File: config.mk
export PLATFORM = sky130hd
export DESIGN_NAME = histo_topk_sel
export DESIGN_NICKNAME = d
export VERILOG_FILES = /design/src/rtl/histo_topk_sel.sv
export SDC_FILE = /design/constraint.sdc
export NUM_CORES = 2
export LEC_CHECK = 0
export BUFFER_PORTS_ARGS = -buffer_cell sky130_fd_sc_hd__buf_2
export CAP_MARGIN = 25
export CORE_MARGIN = 8
export CORE_UTILIZATION = 45
export CTS_CLUSTER_SIZE = 30
export DETAILED_ROUTE_END_ITERATION = 8
export HOLD_SLACK_MARGIN = 0.15
export MAX_ROUTING_LAYER = met4
export PLACE_DENSITY = 0.66
export SYNTH_ARGS = -nofsm -noshare
export SYNTH_HDL_FRONTEND = slang
export SYNTH_SLANG_ARGS = --single-unit
File: constraint.sdc
create_clock -name clk -period 49.1 [get_ports clk]
set_input_delay 2.455 -clock clk [delete_from_list [all_inputs] [get_ports clk]]
set_output_delay 2.455 -clock clk [all_outputs]
set_load 0.03 [all_outputs]
File: src/rtl/histo_topk_sel.sv
// Streams one histogram frame, keeps the K largest bins, sums them and flags sum >= thresh.
// Define HISTO_TOPK_SAT_EN to make the peak-sum accumulator saturate instead of wrapping.
module histo_topk_sel #(
    parameter int DATA_W = 32,
    parameter int ADDR_W = 8,
    parameter int K      = 10,
    parameter int SUM_W  = 64,
    localparam int IDX_W = $clog2(K)
) (
    input  logic              clk,
    input  logic              rst,
    input  logic              po_histo_vld,
    input  logic [DATA_W-1:0] po_histo_data,
    input  logic [ADDR_W-1:0] rd_addr,
    input  logic [SUM_W-1:0]  thresh,
    input  logic [IDX_W-1:0]  res_idx,
    output logic [DATA_W-1:0] res_data,
    output logic [ADDR_W-1:0] res_addr,
    output logic [SUM_W-1:0]  sum,
    output logic              enn,
    output logic              done,
    output logic              busy,
    output logic              drop
);

    typedef enum logic [1:0] {S_IDLE, S_COLLECT, S_SUM, S_DONE} state_t;

    state_t            state_q, state_d;
    logic [DATA_W-1:0] slot_val_q  [K];
    logic [DATA_W-1:0] slot_val_d  [K];
    logic [ADDR_W-1:0] slot_addr_q [K];
    logic [ADDR_W-1:0] slot_addr_d [K];
    logic [DATA_W-1:0] bank_val_q  [K];
    logic [DATA_W-1:0] bank_val_d  [K];
    logic [ADDR_W-1:0] bank_addr_q [K];
    logic [ADDR_W-1:0] bank_addr_d [K];
    logic [IDX_W-1:0]  cnt_q, cnt_d;
    logic [SUM_W-1:0]  acc_q, acc_d, acc_add;
    logic [SUM_W-1:0]  sum_q, sum_d;
    logic              enn_q, enn_d;
    logic              done_q, done_d;
    logic              drop_q, drop_d;
    logic              take_beat, in_sum, in_done;
    logic [IDX_W-1:0]  min_idx;
    logic [DATA_W-1:0] min_val;

    // State register.
    always_ff @(posedge clk) begin
        // NOTE: sequential state uses non-blocking assignments so every flop samples pre-edge values.
        if (rst) state_q <= S_IDLE;
        else     state_q <= state_d;
    end

    always_comb begin
        state_d = state_q;
        case (state_q)
            S_IDLE:    if (po_histo_vld)           state_d = S_COLLECT;
            S_COLLECT: if (!po_histo_vld)          state_d = S_SUM;
            S_SUM:     if (cnt_q == IDX_W'(K - 1)) state_d = S_DONE;
            S_DONE:                                state_d = S_IDLE;
            default:                               state_d = S_IDLE;
        endcase
    end

    always_comb begin
        in_sum    = (state_q == S_SUM);
        in_done   = (state_q == S_DONE);
        busy      = in_sum || in_done;
        take_beat = po_histo_vld && !busy;
    end

    // Smallest working slot; strict '<' keeps the lowest index on ties.
    always_comb begin
        min_idx = '0;
        min_val = slot_val_q[0];
        for (int i = 1; i < K; i++) begin
            if (slot_val_q[i] < min_val) begin
                min_val = slot_val_q[i];
                min_idx = IDX_W'(i);
            end
        end
    end

`ifdef HISTO_TOPK_SAT_EN
    logic [SUM_W:0] acc_wide;
    always_comb begin
        acc_wide = {1'b0, acc_q} + {1'b0, SUM_W'(slot_val_q[cnt_q])};
        acc_add  = acc_wide[SUM_W] ? '1 : acc_wide[SUM_W-1:0];
    end
`else
    always_comb acc_add = acc_q + SUM_W'(slot_val_q[cnt_q]);
`endif

    always_comb begin
        // NOTE: every _d starts from its _q so no branch can leave a latch behind.
        slot_val_d  = slot_val_q;
        slot_addr_d = slot_addr_q;
        bank_val_d  = bank_val_q;
        bank_addr_d = bank_addr_q;
        cnt_d       = cnt_q;
        acc_d       = acc_q;
        sum_d       = sum_q;
        enn_d       = enn_q;
        done_d      = in_done;
        drop_d      = po_histo_vld && busy;

        if (take_beat && (po_histo_data > min_val)) begin
            slot_val_d[min_idx]  = po_histo_data;
            slot_addr_d[min_idx] = rd_addr;
        end

        if ((state_q == S_COLLECT) && !po_histo_vld) cnt_d = '0;

        if (in_sum) begin
            acc_d = acc_add;
            cnt_d = (cnt_q == IDX_W'(K - 1)) ? '0 : cnt_q + 1'b1;
        end

        if (in_done) begin
            bank_val_d  = slot_val_q;
            bank_addr_d = slot_addr_q;
            sum_d       = acc_q;
            enn_d       = (acc_q >= thresh);
            slot_val_d  = '{default: '0};
            slot_addr_d = '{default: '0};
            acc_d       = '0;
        end
    end

    always_ff @(posedge clk) begin
        if (rst) begin
            // NOTE: the slot arrays are plain flops and must reset, since an unfilled slot has to read as 0.
            slot_val_q  <= '{default: '0};
            slot_addr_q <= '{default: '0};
            bank_val_q  <= '{default: '0};
            bank_addr_q <= '{default: '0};
            cnt_q       <= '0;
            acc_q       <= '0;
            sum_q       <= '0;
            enn_q       <= 1'b0;
            done_q      <= 1'b0;
            drop_q      <= 1'b0;
        end else begin
            slot_val_q  <= slot_val_d;
            slot_addr_q <= slot_addr_d;
            bank_val_q  <= bank_val_d;
            bank_addr_q <= bank_addr_d;
            cnt_q       <= cnt_d;
            acc_q       <= acc_d;
            sum_q       <= sum_d;
            enn_q       <= enn_d;
            done_q      <= done_d;
            drop_q      <= drop_d;
        end
    end

    // Readout; indices past K-1 read as zero.
    always_comb begin
        res_data = '0;
        res_addr = '0;
        if ({1'b0, res_idx} < (IDX_W + 1)'(K)) begin
            res_data = bank_val_q[res_idx];
            res_addr = bank_addr_q[res_idx];
        end
    end

    assign sum  = sum_q;
    assign enn  = enn_q;
    assign done = done_q;
    assign drop = drop_q;

endmodule

# [Yosys cells after proc, flatten, opt, wreduce, memory -nomap -nowiden]
# Index checks and enable logic that the tools add are counted.
[totals] reg_bits=937 input_bits=111 out_inout_bits=108 elab_cells=129
[classes] addsub=2 order_cmp=16 n_eq_ne=7 mux=42 n_bitwise=3 n_reduce_logical=12
[ops] cell="2-to-1 mux 32 bit" n=15
[ops] cell="bitwise mux 320 bit" n=1
[ops] cell="< comparator 32 bit" n=9
[ops] cell="binary-select mux 32 bit (select 4 bit)" n=2
[ops] cell="demux 32 bit (select 4 bit)" n=1
[ops] cell="bitwise mux 80 bit" n=1
[ops] cell="adder 64 x 32 -> 64 bit" n=1
[ops] cell="greater-or-equal comparator 64 bit" n=1
[ops] cell="2-to-1 mux 4 bit" n=11
[ops] cell="binary-select mux 8 bit (select 4 bit)" n=1
[ops] cell="demux 8 bit (select 4 bit)" n=1
[ops] cell="greater-than comparator 32 bit" n=1
[ops] cell="2-to-1 mux 8 bit" n=4
[ops] cell="greater-or-equal comparator 5 bit (second input constant)" n=3
[ops] cell="inverter 4 -> 5 bit" n=3
[ops] cell="one-hot mux 2 bit (4 select lines)" n=1
[ops] cell="2-to-1 mux 2 bit" n=3
[ops] cell="logical AND 1 bit" n=5
[ops] cell="< comparator 5 x 1 -> 1 bit (second input constant)" n=1
[ops] cell="adder 4 x 1 -> 4 bit (second input constant)" n=1
[ops] cell="equality test 2 bit (second input constant)" n=2
[ops] cell="equality test 4 bit (second input constant)" n=1
[ops] cell="< comparator 4 bit (second input constant)" n=1
[ops] cell="!= test 2 bit (second input constant)" n=2
[ops] cell="9 further kinds" n=10

# [Logic depth before layout (Yosys ltp)]
[depth] depth_word=24 ltp_mapped=167 ltp_nobuf=150

# [Worst setup path after synthesis]
# No wires, ideal clock.
[synth_path] path_kind="reg2reg" from="register slot_val_q[305] in the netlist's numbering" to="register slot_addr_q[40] in the netlist's numbering" setup_ns=0.128 arrival_time_ns=26.872 required_time_ns=48.972 setup_slack_ns=22.100 path_stages_with_launch=165 path_buffers=17 period_less_slack_ns=27.000 cell_sequence="dfxtp_1 -> inv_1 -> ha_1 -> a21o_1 -> a221o_1 -> a211o_1 -> nor2_1 -> a21boi_2 -> clkbuf_1 -> clkbuf_1 -> a21oi_1 -> ha_1 -> o21ai_1 -> a21oi_1 -> a221o_1 -> a21oi_1 -> or4_1 -> o41a_1 -> [129 not listed] -> nand2b_1 -> a21oi_1 -> nor2b_1 -> o21ai_0 -> nand2b_1 -> a21oi_1 -> nand2_1 -> a221o_1 -> a221o_1 -> nand4_1 -> o21bai_1 -> inv_1 -> o211a_1 -> and4_1 -> clkbuf_1 -> buf_2 -> mux2i_1 -> nor2_1"
[synth_via] elab_chain_cells=24 word_cells_on_any_way=36 classes_between="order compare (12); mux (21); bitwise (1); reduce/logical (2)"
[synth_rtl] item="start: declaration" line="29" source="logic [DATA_W-1:0] slot_val_q [K];"
[synth_rtl] item="start signal: assignment" line="144" source="slot_val_q <= slot_val_d;"
[synth_rtl] item="< comparator 32 bit" line="77" source="if (slot_val_q[i] < min_val) begin"
[synth_rtl] item="2-to-1 mux 32 bit" line="77"
[synth_rtl] item="< comparator 32 bit" line="77"
[synth_rtl] item="2-to-1 mux 32 bit" line="77"
[synth_rtl] item="< comparator 32 bit" line="77"
[synth_rtl] item="2-to-1 mux 32 bit" line="77"
[synth_rtl] item="< comparator 32 bit" line="77"
[synth_rtl] item="2-to-1 mux 32 bit" line="77"
[synth_rtl] item="[8 not listed]"
[synth_rtl] item="< comparator 32 bit" line="77"
[synth_rtl] item="2-to-1 mux 4 bit" line="77"
[synth_rtl] item="inverter 4 -> 5 bit (not written as such)" line="109" source="slot_addr_d[min_idx] = rd_addr;"
[synth_rtl] item="greater-or-equal comparator 5 bit (not written as such) or < comparator 5 x 1 -> 1 bit (tied branches)" line="109"
[synth_rtl] item="logical AND 1 bit (not written as such)" line="109"
[synth_rtl] item="2-to-1 mux 8 bit (not written as such)" line="109"
[synth_rtl] item="demux 8 bit (select 4 bit)" line="109"
[synth_rtl] item="bitwise mux 80 bit" line="109"
[synth_rtl] item="end signal: assignment" line="145" source="slot_addr_q <= slot_addr_d;"
[synth_rtl] item="end: declaration" line="31" source="logic [ADDR_W-1:0] slot_addr_q [K];"
# Parallel ways exist; a longest one is shown, timed or not.
# A chain may end at the register's enable or synchronous reset.

# [Worst setup path after layout]
[layout_path] from="register slot_val_q[305] in the netlist's numbering" to="register slot_addr_q[44] in the netlist's numbering"
# Same word-level chain as after synthesis.

==> flow_summary.toml <==
[floorplan]
fp.dieH_um = 360.9
core_area_um2 = 118100
start_util = 0.4534
die_w_um = 360.9
num_rows = 126
ioPinCount = 219
dieArea_um2 = 130300

[layout]
final_cells = 7540
drive_above_1_share = 0.1225
multi_input_area_um2 = 32000
seq_area_um2 = 18770
design_area_um2 = 59100
area_delta_synth_final_pct = 10.41
fillCellCount = 10981
fin_nets = 6427

[synth]
ys_types = 86
synth-seq-cells = 937
synthTopCellsByCount = "dfxtp_1 (937), nor2_1 (911), mux2i_1 (856)"
syn-cell-area_um2 = 53530
netlist_instances = 5949
yosysWarnings = 0
avgSynthCellArea_um2 = 8.999
seq_area_frac_synth = 0.3504
synth_top_area_share = 0.3504
yosysMostFrequentCell = "dfxtp_1"
ys_top_cells_by_area = "dfxtp_1 (35%), mux2i_1 (16%), ha_1 (9.4%)"
async_flop_share = 0
ys.flop_type = "dfxtp_1"
synth_fp_nets = 6462
synth_top_area_cell = "dfxtp_1"
synth_edf_count = 0

[routing]
drc = 0
viasPerCell = 5.960
ant_nets = 0
wl_per_cell_um = 24.19
drt-total-wl_mm = 182.4
drt_first_pass_iters = 6
drtIter0Drc = 4277
dr_total_vias = 44941

[timing]
fin_worst_skew_ns = 0.05390
tns_ns = 0
fin_crit_sh = 0.7177
hold_violations = 0
period_needed_ns = 35.24
rsz0062_at_grt = "no"
setup_viol = 0
fmaxAchievable_mhz = 28.38
report.final.slew_viol_count = 0
timing.final.ws_setup_ns = 13.86
worst_pin_slew_ns = 1.136
timing.slew.headroom = 0.2426

[cts]
cts_tree = "built"
cts.clk_slew.worst_paths_ns = 0.06
cts-root-buf = "clkbuf_16"
cts_setup_buffers = 0
h-tree-depth = 3
post_cts_resized = 0
numCtsBuffers = 99
cts_hold_buf = 0
cts_max_path_buffers = 3
clock-sinks = 937
clock_latency_ns = 0.71

[global_routing]
track_usage = 0.2761
grt_max_degree = 131
first_global_vias = 43058
grt_pass1_wl_mm = 274.1
grt_antenna_before_repair = 15
grt_overflow = 0

[place]
pre_cts_slack_ns = 14.69
dp_hpwl_mm = 130.5
dp_cells = 7347
place_congestion = 1.013
io_buffers = 218
dpl_cell_area_um2 = 55570

[worst_setup_path]
critPathMaxFanout = 62
crit_slowest_cell = "and4_2"
critPathKind = "flop to flop"
critPathLaunch = "slot_val_q[305]$_SDFFE_PP0P_"
endpoint_kind = "flop"
r2r_end = "slot_addr_q[44]$_SDFFE_PP0P_"
startpoint_type = "flop"
reg2reg_from = "slot_val_q[305]$_SDFFE_PP0P_"
crit_arrival_ns = 35.76
crit_required_ns = 49.62
crit_path_frequent_cell = "a21o_1"
endpoint = "slot_addr_q[44]$_SDFFE_PP0P_"
cpPeakStageDelay_ns = 0.73
r2r_cells = 152
rrSetupSlack_ns = 13.86

[run_status]
status = "completed"

[flow_run]
max_cap_violations = 0

[min_path]
hold_path.class = "flop to flop"
[worst min path at each step]
stage | end | from | cells after the start
final | slot_addr_q[65]$_SDFFE_PP0P_ | slot_addr_q[65]$_SDFFE_PP0P_ | 2
after global placement | slot_addr_q[64]$_SDFFE_PP0P_ | slot_addr_q[64]$_SDFFE_PP0P_ | 2
after CTS | slot_addr_q[71]$_SDFFE_PP0P_ | slot_addr_q[71]$_SDFFE_PP0P_ | 2
after global routing | slot_addr_q[68]$_SDFFE_PP0P_ | slot_addr_q[68]$_SDFFE_PP0P_ | 2
after floorplan | slot_addr_q[64]$_SDFFE_PP0P_ | slot_addr_q[64]$_SDFFE_PP0P_ | 2
after detailed placement | slot_addr_q[71]$_SDFFE_PP0P_ | slot_addr_q[71]$_SDFFE_PP0P_ | 2
[area by class of cell]
cell class	count	share of cell area
diodes	12	0.0005081
clock buffers	132	0.04774
clock inverters	47	0.01094
inverters	329	0.02092
multi-input cells	4257	0.5414
flip-flops and latches	937	0.3175
well taps	1536	0.03252
repair buffers	290	0.02845
[per-layer routing]
layer	part of all wire	vias up	track usage
met5	0	-	-
met4	0.044	0	0.1081
met3	0.078	382	0.04602
met2	0.45	1870	0.4314
met1	0.43	21789	0.3579
li1	-	20900	-
[sequential cells by signal, summed over array words and instances (netlist names)]
register and count:
bank_val_q 320, acc_q 64, drop 1, bank_addr_q 80, enn 1, sum 64, slot_val_q 320, state_q 2
done 1, slot_addr_q 80, cnt_q 4
[worst max-delay path: cells and delay by family (launching register included)]
kind,cells,cell delay (ns)
flops,1,0.37
fa+ha+maj,10,2.78
simple gates,41,8.01
mux,4,1.30
compound gates,78,16.09
buf+inv,19,6.11
[cells by family after synthesis]
logic type	count (synthesis)	share of synthesized area
buffers and inverters	755	0.05511
multiplexers	1107	0.2433
adder cells (fa/ha/maj)	404	0.09447
AND/OR/NAND/NOR	1682	0.1369
AO/OA/AOI/OAI	1012	0.1113
XOR/XNOR	52	0.008508
flip-flops	937	0.3504
[placed cells by master, fill, tap and decap left out, drive strengths merged, types with 176 or more instances in the layout]
| cell type | count |
|---|---|
| dfxtp | 937 |
| nor2 | 911 |
| mux2i | 857 |
| a21oi | 443 |
| ha | 401 |
| inv | 332 |
| nand2 | 292 |
| buf | 288 |
| o21ai | 280 |
| nand3 | 176 |
[stage by stage]
stage	hold WS, ns	util
after detailed placement	0.4468	0.4706
final	0.4550	0.5005
after floorplan	0.4316	-
after global placement	0.4424	0.4706
after CTS	0.4548	0.5000
after global routing	0.4887	0.5005
Power is left out: the tool's default activity adds up to more than one toggle a clock period on the data nets, which glitch-free logic cannot reach.
